### src/rtl/regbank_pkg.sv
`default_nettype none
// ============================================================================
//  Module   : regbank_pkg
//  Purpose  : Shared definitions for the time-keeping register bank: the
//             arbiter state encoding, default snapshot window and the named
//             register addresses used by the RTC, keypad and VGA blocks.
//  Ports    : none (package)
//  Revision : 1.0 - initial release
// ============================================================================
package regbank_pkg;

  typedef enum logic [2:0] {
    ST_IDLE     = 3'd0,
    ST_WRITE    = 3'd1,
    ST_RD_ISSUE = 3'd2,
    ST_RD_WAIT  = 3'd3,
    ST_DONE     = 3'd4
  } arbState_t;

  // Snapshot window: everything the pointer stage draws each frame.
  localparam logic [3:0] DEF_FIRST_ADDR = 4'd1;
  localparam logic [3:0] DEF_LAST_ADDR  = 4'd12;
  localparam int         DEF_RD_LATENCY = 1;

  // Register map.
  localparam logic [3:0] SEG_RELOJ  = 4'd1;
  localparam logic [3:0] MIN_RELOJ  = 4'd2;
  localparam logic [3:0] HOR_RELOJ  = 4'd3;
  localparam logic [3:0] DIA_FECHA  = 4'd4;
  localparam logic [3:0] MES_FECHA  = 4'd5;
  localparam logic [3:0] ANO_FECHA  = 4'd6;
  localparam logic [3:0] SEG_CRONO  = 4'd7;
  localparam logic [3:0] MIN_CRONO  = 4'd8;
  localparam logic [3:0] HOR_CRONO  = 4'd9;
  localparam logic [3:0] RING_CRONO = 4'd10;
  localparam logic [3:0] ACT_CRONO  = 4'd11;
  localparam logic [3:0] CURSOR     = 4'd12;

endpackage
`default_nettype wire

### src/rtl/regbank_ram_arbiter_rd_latency_counter.sv
`default_nettype none
// ============================================================================
//  Module   : rd_latency_counter
//  Purpose  : Loadable down-counter that times the RAM read latency.
//             done is high while the count is zero.
//  Ports    : CLK, RESET (async, active high), load/loadValue (sync load,
//             has priority), dec (decrement, saturates at 0), done.
//  Revision : 1.0 - initial release
// ============================================================================
module rd_latency_counter #(
  parameter int WIDTH = 2
) (
  input  logic             CLK,
  input  logic             RESET,
  input  logic             load,
  input  logic [WIDTH-1:0] loadValue,
  input  logic             dec,
  output logic             done
);

  logic [WIDTH-1:0] r_count;

  always_ff @(posedge CLK or posedge RESET) begin
    if (RESET) begin
      r_count <= '0;
    end else if (load) begin
      r_count <= loadValue;
    end else if (dec && (r_count != '0)) begin
      r_count <= r_count - 1'b1;
    end
  end

  assign done = (r_count == '0);

endmodule
`default_nettype wire

### src/rtl/regbank_ram_arbiter.sv
`default_nettype none
// ============================================================================
//  Module   : regbank_ram_arbiter
//  Purpose  : Owns the single-port 16x8 register RAM. Serves req/ack writes
//             from the RTC/keypad controller and, on every FrameStart, bursts
//             a coherent snapshot of FIRST_ADDR..LAST_ADDR to the VGA pointer
//             bank as SnapValid/SnapAddr/SnapData beats.
//  Ports    : CLK, RESET (async, active high)
//             FrameStart                     - frame pulse, starts a burst
//             WrReq/WrAddr/WrData -> WrAck   - writer handshake
//             RamAddr/RamWrData/RamWE, RamRdData - RAM interface
//             SnapValid/SnapAddr/SnapData/SnapDone - snapshot stream
//             Overrun (sticky), Busy
//  Config   : ARB_INTERLEAVE_EN - when defined, a pending write gets one
//             slot after each snapshot beat instead of waiting for the
//             whole burst.
//  Revision : 1.0 - initial release
// ============================================================================
module regbank_ram_arbiter
  import regbank_pkg::*;
#(
  parameter logic [3:0] FIRST_ADDR = DEF_FIRST_ADDR,
  parameter logic [3:0] LAST_ADDR  = DEF_LAST_ADDR,
  parameter int         RD_LATENCY = DEF_RD_LATENCY
) (
  input  logic       CLK,
  input  logic       RESET,
  input  logic       FrameStart,
  input  logic       WrReq,
  input  logic [3:0] WrAddr,
  input  logic [7:0] WrData,
  output logic       WrAck,
  output logic [3:0] RamAddr,
  output logic [7:0] RamWrData,
  output logic       RamWE,
  input  logic [7:0] RamRdData,
  output logic       SnapValid,
  output logic [3:0] SnapAddr,
  output logic [7:0] SnapData,
  output logic       SnapDone,
  output logic       Overrun,
  output logic       Busy
);

  // RD_WAIT lasts RD_LATENCY cycles; the counter runs down to zero in it.
  localparam logic [1:0] C_WAIT_LOAD = 2'(RD_LATENCY - 1);

  arbState_t  r_state;
  logic [3:0] r_index;
  logic       r_framePend;  // frame arrived during a stand-alone write
  logic       r_inBurst;    // a WRITE slot must return to the burst
  logic       w_waitDone;

  rd_latency_counter #(
    .WIDTH (2)
  ) u_rdLatency (
    .CLK       (CLK),
    .RESET     (RESET),
    .load      (r_state == ST_RD_ISSUE),
    .loadValue (C_WAIT_LOAD),
    .dec       (r_state == ST_RD_WAIT),
    .done      (w_waitDone)
  );

  always_ff @(posedge CLK or posedge RESET) begin
    if (RESET) begin
      r_state     <= ST_IDLE;
      r_index     <= FIRST_ADDR;
      r_framePend <= 1'b0;
      r_inBurst   <= 1'b0;
      WrAck       <= 1'b0;
      RamAddr     <= 4'd0;
      RamWrData   <= 8'd0;
      RamWE       <= 1'b0;
      SnapValid   <= 1'b0;
      SnapAddr    <= 4'd0;
      SnapData    <= 8'd0;
      SnapDone    <= 1'b0;
      Overrun     <= 1'b0;
      Busy        <= 1'b0;
    end else begin
      // Pulse outputs default low; each branch raises what it owns.
      WrAck     <= 1'b0;
      RamWE     <= 1'b0;
      SnapValid <= 1'b0;
      SnapDone  <= 1'b0;

      case (r_state)
        ST_IDLE: begin
          if (FrameStart || r_framePend) begin
            r_state     <= ST_RD_ISSUE;
            r_framePend <= 1'b0;
            r_inBurst   <= 1'b1;
            r_index     <= FIRST_ADDR;
            RamAddr     <= FIRST_ADDR;
            Busy        <= 1'b1;
          end else if (WrReq) begin
            r_state   <= ST_WRITE;
            RamAddr   <= WrAddr;
            RamWrData <= WrData;
            RamWE     <= 1'b1;
            WrAck     <= 1'b1;
            Busy      <= 1'b1;
          end
        end

        ST_WRITE: begin
          // A frame during an interleaved slot belongs to the running burst.
          if (FrameStart) begin
            if (r_inBurst) begin
              Overrun <= 1'b1;
            end else begin
              r_framePend <= 1'b1;
            end
          end
          if (r_inBurst) begin
            r_state <= ST_RD_ISSUE;
            RamAddr <= r_index;
            Busy    <= 1'b1;
          end else begin
            r_state <= ST_IDLE;
            Busy    <= 1'b0;
          end
        end

        ST_RD_ISSUE: begin
          if (FrameStart) Overrun <= 1'b1;
          r_state <= ST_RD_WAIT;
        end

        ST_RD_WAIT: begin
          if (FrameStart) Overrun <= 1'b1;
          if (w_waitDone) begin
            SnapValid <= 1'b1;
            SnapAddr  <= r_index;
            SnapData  <= RamRdData;
            // Compare before incrementing so LAST_ADDR=15 never wraps.
            if (r_index == LAST_ADDR) begin
              r_state   <= ST_DONE;
              r_inBurst <= 1'b0;
              SnapDone  <= 1'b1;
            end else begin
              r_index <= r_index + 4'd1;
`ifdef ARB_INTERLEAVE_EN
              if (WrReq) begin
                r_state   <= ST_WRITE;
                RamAddr   <= WrAddr;
                RamWrData <= WrData;
                RamWE     <= 1'b1;
                WrAck     <= 1'b1;
              end else begin
                r_state <= ST_RD_ISSUE;
                RamAddr <= r_index + 4'd1;
              end
`else
              r_state <= ST_RD_ISSUE;
              RamAddr <= r_index + 4'd1;
`endif
            end
          end
        end

        ST_DONE: begin
          if (FrameStart) Overrun <= 1'b1;
          // A writer held off by the burst is granted straight away.
          if (WrReq) begin
            r_state   <= ST_WRITE;
            RamAddr   <= WrAddr;
            RamWrData <= WrData;
            RamWE     <= 1'b1;
            WrAck     <= 1'b1;
            Busy      <= 1'b1;
          end else begin
            r_state <= ST_IDLE;
            Busy    <= 1'b0;
          end
        end

        default: begin
          r_state <= ST_IDLE;
          Busy    <= 1'b0;
        end
      endcase
    end
  end

endmodule
`default_nettype wire

### config.mk
export PLATFORM = sky130hd
export DESIGN_NAME = regbank_ram_arbiter
export DESIGN_NICKNAME = d
export VERILOG_FILES = /design/src/rtl/regbank_pkg.sv /design/src/rtl/regbank_ram_arbiter_rd_latency_counter.sv /design/src/rtl/regbank_ram_arbiter.sv
export SDC_FILE = /design/constraint.sdc
export NUM_CORES = 1
export LEC_CHECK = 0
export BUFFER_PORTS_ARGS = -buffer_cell sky130_fd_sc_hd__buf_4
export CAP_MARGIN = 20
export CORE_MARGIN = 1.5
export CORE_UTILIZATION = 49
export DETAILED_ROUTE_END_ITERATION = 10
export HOLD_SLACK_MARGIN = 0.12
export PLACE_DENSITY = 0.86
export SETUP_SLACK_MARGIN = 0.5
export SLEW_MARGIN = 20
export SYNTH_ARGS = -nofsm -noshare
export SYNTH_HDL_FRONTEND = slang
export SYNTH_HIERARCHICAL = 1
export SYNTH_SLANG_ARGS = --single-unit
### constraint.sdc
create_clock -name CLK -period 2.1 [get_ports CLK]
set_clock_uncertainty 0.05 [all_clocks]
set_input_delay 0.315 -clock CLK [delete_from_list [all_inputs] [get_ports CLK]]
set_output_delay 0.315 -clock CLK [all_outputs]
set_load 0.02 [all_outputs]
# After elaboration in Yosys (flattened, before gate mapping)
# Cells that the tools add are included.
[totals]
reg_bits = 40
in_bits = 24
output_inout_bits = 30
wordCells = 98
[classes]
n_addsub = 2
n_eq_ne = 15
mux = 44
bitwise = 1
n_reduce_logical = 22
[ops]
columns = ["op", "n"]
rows = [
  ["$mux W4", 6],
  ["$mux W1", 20],
  ["$reduce_and A4 Y1", 5],
  ["$mux W8", 2],
  ["$ne A2 B2 Y1 const B", 8],
  ["$pmux W4 S4", 1],
  ["$pmux W8 S2", 1],
  ["$pmux W3 S5", 1],
  ["$mux W3", 4],
  ["$reduce_bool A2 Y1", 6],
  ["$pmux W1 S2", 4],
  ["$pmux W4 S2", 1],
  ["$reduce_and A2 Y1", 4],
  ["$eq A3 B2 Y1 const B", 2],
  ["$mux W2", 3],
  ["$add A4 B1 Y4 const B", 1],
  ["$eq A4 B4 Y1 const B", 1],
  ["$pmux W1 S4", 1],
  ["$reduce_bool A4 Y1", 1],
  ["$eq A3 B1 Y1 const B", 1],
  ["$eq A3 B3 Y1 const B", 1],
  ["$logic_not A3 Y1", 1],
  ["$ne A3 B3 Y1 const B", 1],
  ["$reduce_or A3 Y1", 1],
  ["7 further kinds", 7],
]

# Logic depth before layout (Yosys ltp)
[depth]
word_depth = 4
mapped_depth = 8
ltp_nobuf = 7

# Modules after synthesis
# Netlist, hierarchy kept.
[by_module_without_submodules]
columns = ["mod", "n_inst", "cells_per_inst", "area_per_inst_um2", "seq_area_each_um2"]
rows = [
  ["regbank_ram_arbiter", 1, 187, 1843.0, 952.2],
  ["rd_latency_counter", 1, 13, 135.1, 50.0],
]

# Worst setup path before layout
# No wires, ideal clock.
[synth_timing]
path_type = "reg-to-reg"
start = "register u_rdLatency.r_count[0]"
end = "register RamAddr[2]"
setup_time_ps = 125
arrival_time_ps = 1521
required_time_ps = 1925
setup_slack_ps = 403
stages_incl_launch_ff = 8
n_path_buf = 0
synth_period_minus_slack_ps = 1697
path_cell_list = "dfrtp_1 -> inv_1 -> ha_1 -> nand3_4 -> inv_2 -> and2_4 -> or2_4 -> mux2_4"
[synth_between]
elab_chain_len = 3
[synth_lines]
columns = ["element", "line_no", "source"]
rows = [
  ["start, declared", "regbank_ram_arbiter_rd_latency_counter.sv:21", "logic [WIDTH-1:0] r_count;"],
  ["start signal, assigned", "regbank_ram_arbiter_rd_latency_counter.sv:27", "r_count <= loadValue;"],
  ["start signal, assigned", "regbank_ram_arbiter_rd_latency_counter.sv:29", "r_count <= r_count - 1'b1;"],
  ["$logic_not A2 Y1", "regbank_ram_arbiter_rd_latency_counter.sv:33", "assign done = (r_count == '0);"],
  ["net w_waitDone", "regbank_ram_arbiter.sv:52", "logic w_waitDone;"],
  ["$ne A2 B2 Y1 (no line)", "n/a", ""],
  ["$reduce_and A4 Y1 (no line)", "n/a", ""],
  ["end signal, assigned", "regbank_ram_arbiter.sv:99", "RamAddr <= WrAddr;"],
  ["end signal, assigned", "regbank_ram_arbiter.sv:118", "RamAddr <= r_index;"],
  ["end signal, assigned", "regbank_ram_arbiter.sv:157", "RamAddr <= r_index + 4'd1;"],
  ["end, declared", "regbank_ram_arbiter.sv:33", "output logic [3:0] RamAddr,"],
]
# The timed path passes the listed nets, and every way through them passes these cells.
# A chain may end at the register's enable or synchronous reset.

# Final worst setup path
[layout_timing]
start = "register r_state[2]"
end = "register u_rdLatency.r_count[0]"
[layout_between]
elab_chain_len = 3
elab_cells_between_ends = 5
classes_between = "eq/ne (2); mux (1); reduce/logical (2)"
[layout_lines]
columns = ["element", "line_no", "source"]
rows = [
  ["start, declared", "regbank_ram_arbiter.sv:48", "arbState_t r_state;"],
  ["start signal, assigned", "regbank_ram_arbiter.sv:67", "r_state <= ST_IDLE;"],
  ["start signal, assigned", "regbank_ram_arbiter.sv:91", "r_state <= ST_RD_ISSUE;"],
  ["start signal, assigned", "regbank_ram_arbiter.sv:98", "r_state <= ST_WRITE;"],
  ["$eq A3 B2 Y1", "regbank_ram_arbiter.sv:61", ".dec (r_state == ST_RD_WAIT),"],
  ["$logic_and A1 B1 Y1", "regbank_ram_arbiter_rd_latency_counter.sv:28", "end else if (dec && (r_count != '0)) begin"],
  ["$reduce_bool A2 Y1 (no line)", "n/a", ""],
]
# Several ways; a longest one is shown, not always the timed one.

==> results.md <==
- DR WL/cell: 15.7 µm
- Outcome: complete, no violations
- Max incr delay on CP: 440 ps
- IO Count: 54
- Initial drt markers: between 80 and 90
- Hold Vio Cnt, Final: 0
- First-pass GRT wire length: 7.53 mm
- DP Wirelength: between 3 and 4 mm
- Clk Latency, worst-skew pair: roughly 300 ps
- Initial antenna violation count: 0
- Antenna Violating Nets Remaining: 0
- Post-synthesis register bit count: 40
- Root buffer cell: clkbuf_8
- Post-synth EDFFs: 0
- Initial DRT Pass Iterations: 4
- Synth Area in Simple Gates: 0.187
- Hold wc startpoint: RamRdData[4]
- Largest family of logic cells by synthesized area: simple AND/OR/NAND/NOR gates
- Max Root-Sink Buffers: 2
- Layout Cells excl Fill: 322
- Worst vdd ir: 0.922 mV
- Total CTS buffers: 5
- Initial Utilization: 0.525
- Vias in the first global route: about 1700
- Synth Area in Adders: 0.0190
- Mapped Cells: 200
- Largest cells by area after synthesis: dfrtp_1 (49%), nand2_1 (7.8%), mux2_2 (5.7%)
- # nets final: 300
- Row count: 22
- Critical path required time: roughly 2200 ps
- Cell family with most CP delay: simple AND/OR/NAND/NOR gates
- Chip Width: ~67 µm
- Sequential cell area fraction in the yosys report: 0.507
- Total of max-cap violations: 0
- Xor and xnor area share after synthesis: 0.00443
- TritonCTS clock tree: built
- RSZ-0062 raised after global routing: true
- Gr ovfl total: 0
- # DRC: 0
- Die Ht: between 60 and 70 µm
- Die area: around 4400 µm²
- Max Slew Vio Count: 0
- Final period util: 0.781
- Worst EP arrival: between 1500 and 2000 ps
- Port buffer count: 53
- GRT Total Usage: 0.228
- Placer Congestion: 0.806
- Area growth, synth to finish: 42.8%
- Unique masters post-synth: a little under 50
- Register area: around 1000 µm²
- Post-layout min period: 1640 ps
- Largest net degree at the start of global routing: 39
- YS warnings: 6
- Ys async rst share: 1.00
- Mux contribution to synthesized area: 0.0803
- Hold crit path type: input pin to register
- FF-to-FF Start: r_state[2]
- Core region area: 3770 µm²
- Syn avg cell area: 9.89 µm²
- Critical path origin: r_state[2]
- Compound-cell area share of the yosys netlist: 0.145
- Fillers: 251
- Synth top area share: 0.493
- Dpl cells: 297
- Critical path capture point type: register
- H-tree levels: 2
- Via count: 1775
- Setup crit start kind: register
- Area of the multi-input gates: approximately 990 µm²
- F_max: 0.610 GHz
- Cell Pwr Density: about 1600 nW/µm²
- Power Total: 4.64 mW
- Synth Cell Area: 1980 µm²
- Leading area contributor after synthesis: dfrtp_1
- Clk sinks: 40
- Buffers & Inverters on Critical Path: 1
- Setup TNS: 0 ps
- Final setup vio count: 0
- Final WL: approximately 5 mm
- Synth Flop Type: dfrtp_1
- DR vias/cell: 5.51
- Crit-path cells: nor2b_4 -> buf_4 -> and2_2 -> nand2b_1 -> a221o_1
- Worst-path maximum fanout: 7
- Ant. Diodes: 0
- WHS: 148 ps
- Leak Pwr: 1.39 nW
- Layout cell share with drive strength beyond 1: 0.460
- CP Class: register to register
- Clock slew seen by the registers of the worst setup and hold paths: 80 ps
- CP max-delay cell: dfrtp_2
[tightest hold or removal path, stage by stage]
cell	delay, ps
buf_4	80
nand2_1	40
nand2_1	40
[synth_stat cells, drive strengths merged, types with 3 or more instances]
master / count
dfrtp: 39
o211ai: 5
nor2: 7
inv: 13
clkbuf: 7
o21ai: 13
nand3: 5
ha: 3
nor2b: 3
nand2b: 3
mux2: 12
buf: 5
nand2: 41
a21oi: 7
[power by group]
group | total, mW | switching (mW) | leakage, nW | internal (mW)
Clock | 0.659 | 0.271 | 0.0614 | 0.388
Sequential | 1.37 | 0.260 | 0.489 | 1.12
Combinational | 2.60 | 1.36 | 0.844 | 1.24
[cells in the final DEF (no fill, tap or decap), types with 3 or more instances in the layout]
cell	Yosys	routed
a21oi_1	7	5
nand2_1	41	40
inv_2	1	3
dfrtp_1	39	36
nand3_1	4	3
o21ai_0	12	11
ha_4	0	3
nor2_1	6	6
dfrtp_2	0	3
inv_1	12	8
buf_4	2	74
clkbuf_8	0	6
o211ai_1	4	4
mux2_2	10	9
nand2b_1	3	3
[metrics by stage]
stage,utilization,cell area (µm²),setup slack (ps)
after floorplan,-,2020,443
after global placement,0.652,2460,346
after detailed placement,0.652,2460,308
after CTS,0.716,2700,473
after global routing,0.749,2820,426
final,0.749,2820,460
[metal layers]
metal / routed length [µm] / vias up / global-route usage
li1: - / 830 / -
met1: 2030 / 850 / 0.272
met2: 2540 / 79 / 0.381
met3: 367 / 16 / 0.0693
met4: 126 / 0 / 0.0918
met5: 0 / - / 0
[timing repair]
item / CTS / global route
setup endpoints to repair: 16 / 18
pin swaps: 5 / 3
gates resized for setup: 14 / 17
setup buffers: 9 / 7
hold buffers: 1 / 0
hold endpoints to repair: 39 / 0
[registers in the layout, indices dropped and copies added (netlist names), 2 cells and up]
name	flops
RamWrData	8
r_state	3
SnapAddr	4
r_index	4
u_rdLatency/r_count	2
RamAddr	4
SnapData	8
[cell families after synthesis]
logic type / after synthesis
simple gates: 73
flops: 40
buf+inv: 25
compound gates: 43
fa+ha+maj: 3
other cells: 1
xor+xnor: 1
mux: 14
[path summary, 6_finish.rpt]
path / endpoint / slack [ps] / depth (start not counted)
max reg2reg: u_rdLatency/r_count[0] / 460 / 5
max in group asynchronous: r_index[0] / 1000 / 4
max: u_rdLatency/r_count[0] / 460 / 5
min: SnapData[4] / 150 / 3
min in group asynchronous: u_rdLatency/r_count[0] / 400 / 3
min reg2reg: Overrun / 420 / 1
[final cells by class]
type / instances / share of cell area
clock buffers: 6 / 0.0292
clock inverters: 2 / 0.0137
inverters: 13 / 0.0208
multi-input cells: 136 / 0.349
flip-flops and latches: 40 / 0.356
well taps: 48 / 0.0213
repair buffers: 77 / 0.210
Note: power is estimated with default switching activity, not from simulation.
